File: src/rtl/logic_unit_pipe.sv
// Two-stage pipelined bitwise logic unit with valid/ready flow control.
// Optional feature macro: LOGIC_UNIT_ZERO_FLAG_EN (registered result==0 flag on out_zero).
module logic_unit_pipe #(
    parameter int WIDTH = 32
) (
    input  logic             clk,
    input  logic             rst_n,
    input  logic             in_valid,
    output logic             in_ready,
    input  logic [2:0]       in_op,
    input  logic [WIDTH-1:0] in_op1,
    input  logic [WIDTH-1:0] in_op2,
    output logic             out_valid,
    input  logic             out_ready,
    output logic [WIDTH-1:0] out_data,
    output logic             out_parity,
    output logic             out_zero
);

    localparam logic [WIDTH-1:0] ONE = {{(WIDTH-1){1'b0}}, 1'b1};

    logic             s1_valid_reg;
    logic [2:0]       s1_op_reg;
    logic [WIDTH-1:0] s1_op1_reg;
    logic [WIDTH-1:0] s1_op2_reg;
    logic             out_valid_reg;
    logic [WIDTH-1:0] out_data_reg;
    logic             out_parity_reg;
    logic [WIDTH-1:0] result_next;
    logic             s1_adv;
    logic             s2_adv;

    // Ready chain is purely combinational so a full pipe can shift in the same cycle it drains.
    assign s2_adv   = !out_valid_reg || out_ready;
    assign s1_adv   = !s1_valid_reg || s2_adv;
    assign in_ready = s1_adv;

    always_comb begin
        result_next = '0;
        case (s1_op_reg)
            3'b000:  result_next = s1_op1_reg & s1_op2_reg;
            3'b001:  result_next = s1_op1_reg ^ s1_op2_reg;
            3'b010:  result_next = ~(s1_op1_reg & s1_op2_reg);
            3'b011:  result_next = s1_op1_reg | s1_op2_reg;
            3'b100:  result_next = ~s1_op1_reg;
            3'b101:  result_next = ~(s1_op1_reg | s1_op2_reg);
            3'b110:  result_next = (~s1_op1_reg) + ONE;
            default: result_next = ~(s1_op1_reg ^ s1_op2_reg);
        endcase
    end

    always_ff @(posedge clk) begin
        if (!rst_n) begin
            s1_valid_reg <= 1'b0;
            s1_op_reg    <= 3'b000;
            s1_op1_reg   <= '0;
            s1_op2_reg   <= '0;
        end else if (s1_adv) begin
            s1_valid_reg <= in_valid;
            if (in_valid) begin
                s1_op_reg  <= in_op;
                s1_op1_reg <= in_op1;
                s1_op2_reg <= in_op2;
            end
        end
    end

    // Result registers only change on a real result, so they hold while out_valid is low.
    always_ff @(posedge clk) begin
        if (!rst_n) begin
            out_valid_reg  <= 1'b0;
            out_data_reg   <= '0;
            out_parity_reg <= 1'b0;
        end else if (s2_adv) begin
            out_valid_reg <= s1_valid_reg;
            if (s1_valid_reg) begin
                out_data_reg   <= result_next;
                out_parity_reg <= ^result_next;
            end
        end
    end

`ifdef LOGIC_UNIT_ZERO_FLAG_EN
    logic out_zero_reg;

    always_ff @(posedge clk) begin
        if (!rst_n) begin
            out_zero_reg <= 1'b0;
        end else if (s2_adv && s1_valid_reg) begin
            out_zero_reg <= (result_next == '0);
        end
    end

    assign out_zero = out_zero_reg;
`else
    assign out_zero = 1'b0;
`endif

    assign out_valid  = out_valid_reg;
    assign out_data   = out_data_reg;
    assign out_parity = out_parity_reg;

endmodule

File: config.mk
export PLATFORM = sky130hd
export DESIGN_NAME = logic_unit_pipe
export DESIGN_NICKNAME = d
export VERILOG_FILES = /design/src/rtl/logic_unit_pipe.sv
export SDC_FILE = /design/constraint.sdc
export NUM_CORES = 1
export LEC_CHECK = 0
export ABC_AREA = 1
export CAP_MARGIN = 40
export CORE_MARGIN = 1.5
export CORE_UTILIZATION = 55
export DETAILED_ROUTE_END_ITERATION = 12
export GPL_TIMING_DRIVEN = 0
export HOLD_SLACK_MARGIN = 0.08
export PLACE_DENSITY = 0.8
export SYNTH_ARGS = -nofsm -noshare
export SYNTH_HDL_FRONTEND = slang
export SYNTH_SLANG_ARGS = --single-unit
File: constraint.sdc
create_clock -name clk -period 4.61 [get_ports clk]
set_input_delay 1.1525 -clock clk [delete_from_list [all_inputs] [get_ports clk]]
set_output_delay 1.1525 -clock clk [all_outputs]
set_load 0.02 [all_outputs]
==> results.cfg <==
[power]
peakVddDrop_uv = 195
p_leak_uw = 0.00458
p_per_area_nw_per_um2 = 302

[placed_design]
portBuffers = 104
hpwlAfterDp_um = 23200
gp_congestion = 1.05
post-place-cells = 1662

[layout]
final_layout_size_suffix_gt1_share_pct = 4.22
syn_to_final_growth_pct = 19.5
fin_cells = 1678
num-nets-final = 1625
antenna_cells = 0

[grt]
grt_antenna_before_repair = 0
grt_pass1_wl_um = 47900
first_global_vias = 9082
grt_use_total_pct = 39.6
grt_max_degree = 19
grt-ovfl-total = 0

[synthesis]
yosys-top-cells-area = dfxtp_1, nand2_1, ha_1
syn_inst = 1374
yosysTopAreaCell = dfxtp_1
syn_avg_cell_area_um2 = 5.90
netlist_area_um2 = 8100
synth-seq-cells = 102
ys_seq_area_share_pct = 25.2
yosys.area.top_type_share_pct = 25.2
ys_types = 32
yosysWarnings = 0
syn_nets = 1510

[routing]
drtAntennaViolNets = 0
vias = 9658
wl_per_cell_um = 18.3
viasPerCell = 5.76
dr.pass1.iters = 8
drcViolationCount = 0
routed_wl_um = 30700
first_iter_violations = 857

[setup_path]
cp_data_arrival_time_ns = 2.44
crit_type = primary input to primary output
worstPathRequired_ns = 3.46
crit-reg2reg-capture = out_parity$_SDFFE_PN0P_
cp-start-kind = primary input
startpoint = out_ready
rrSetupSlack_ns = 1.35
crit_fanout = 4
rr_startpoint = s1_op1_reg[0]$_SDFFE_PN0P_
reg2regPathDepth = 22
critPathCapture = in_ready
cp-end-kind = primary output

[clock_tree]
cts_hold_buf = 0
cts_setup_buffers = 0
cts_buffers = 9
htree_levels = 3
clk_pin_slew_ns = 0.08
clockBufferDepth = 2
cts_resized = 0
cts.sinks = 102
cts-root-buf = clkbuf_16
cts_tree = done
insertion_delay_ns = 0.37

[floorplan]
initial_core_util_pct = 56.0
die_area_um2 = 15500
row_count = 44
die_y_um = 124
io_pins = 107
die_w_um = 124
core_um2 = 14500

[timing]
drv_slew = 0
fin_skew_ns = 0.00759
tightest_slew_ns = 0.811
fmax_ghz = 0.279
setup_viol = 0
hold_viol = 0
tns_ns = 0
fin_crit_sh_pct = 77.8
rsz0062_at_grt = false
slew_headroom_pct = 45.9
min_period_ns = 3.59

[flow_run]
max_cap_viol_count = 0

[status]
status = completed

[min_path]
min_path_type = flop to flop
area by class of cell:
| type | instances | area [um2] |
|---|---|---|
| Tap cell | 184 | 230 |
| Fill cell | 1423 | 4800 |
| Clock buffer | 9 | 225 |
| Inverter | 168 | 631 |
| Sequential cell | 102 | 2040 |
| Multi-Input combinational cell | 1044 | 5150 |
| Buffer | 60 | 279 |
| Clock inverter | 7 | 80.1 |
| Timing Repair Buffer | 104 | 1040 |
power breakdown:
group / switching, uW / internal, uW / leakage, uW / total (uW)
combinational: 725 / 375 / 0.00358 / 1100
sequential: 56.0 / 948 / 0.000846 / 1000
clock: 392 / 430 / 0.000148 / 822
total: 1170 / 1750 / 0.00458 / 2930
worst max-delay path, cell delays in order:
cell and delay (ns):
clkdlybuf4s50_1 0.45, inv_1 0.05, nand3_1 0.14, clkdlybuf4s50_1 0.64
how the worst min path moves through the flow:
stage | start | endpoint | cells past startpoint
6_report | s1_op2_reg[21]$_SDFFE_PN0P_ | s1_op2_reg[21]$_SDFFE_PN0P_ | 2
5_1_grt | s1_op2_reg[14]$_SDFFE_PN0P_ | s1_op2_reg[14]$_SDFFE_PN0P_ | 2
4_1_cts | s1_op2_reg[6]$_SDFFE_PN0P_ | s1_op2_reg[6]$_SDFFE_PN0P_ | 2
3_5_place_dp | s1_op2_reg[6]$_SDFFE_PN0P_ | s1_op2_reg[6]$_SDFFE_PN0P_ | 2
3_3_place_gp | s1_op2_reg[27]$_SDFFE_PN0P_ | s1_op2_reg[27]$_SDFFE_PN0P_ | 2
2_1_floorplan | s1_op2_reg[0]$_SDFFE_PN0P_ | s1_op2_reg[0]$_SDFFE_PN0P_ | 2
layer usage:
metal  vias up  global-route usage (%)  share of wire, %
met2       506                    63.8                44
met1      4371                    47.8                39
li1       4648                       -                 -
met3       133                    7.13               8.7
met5         -                       0                 0
met4         0                    27.4               7.5
placed cells by master, fill, tap and decap left out, types with 2 or more instances in the layout:
cell,Yosys,routed
clkbuf_1,34,34
nand2_1,432,432
nand4_1,28,28
a21oi_1,114,114
o221ai_1,5,5
buf_4,9,9
dfxtp_1,102,102
o21ai_0,120,120
inv_6,0,2
inv_1,158,158
or2_0,2,2
nand3b_1,3,3
clkdlybuf4s50_1,0,104
nor2_2,2,2
o22ai_1,4,4
nor3_1,6,6
o21ai_1,5,5
buf_2,16,16
o211ai_1,14,14
nor2_4,3,3
nand2_2,4,4
nor2_1,142,142
ha_1,65,65
nand3_1,87,87
clkbuf_16,0,9
inv_2,10,10
through the flow:
step           total power (uW)  cell area [um2]  setup slack, ns  hold slack [ns]  utilization [%]
6_report                   2930             9680             1.02            0.484             66.9
5_1_grt                    3090             9680            0.985            0.503             66.9
4_1_cts                    2900             9680             1.02            0.484             66.9
3_5_place_dp               2090             9370             1.02            0.473             64.7
3_3_place_gp               2070             9370             1.01            0.469             64.7
2_1_floorplan              1720             8100             2.04            0.451                -
synthesized netlist by cell type (all sizes together):
cell    number
nand3       88
a21oi      114
nand3b       3
nor2       147
nor3         7
nor3b        1
o211ai      14
nand4       28
inv        168
nand2      436
dfxtp      102
buf         26
a21boi       2
or2          4
o221ai       5
o22ai        4
ha          65
clkbuf      34
conb         1
o21ai      125
kinds of logic (layout without fill, tap and decap cells):
group,Yosys count,after routing,synth area share [%]
other cells,1,1,0.0463
fa+ha+maj,65,65,10.0
flops,102,102,25.2
compound gates,264,264,17.1
buf+inv,228,348,11.2
simple gates,714,714,36.4
Power figures use the tool's default switching activity.
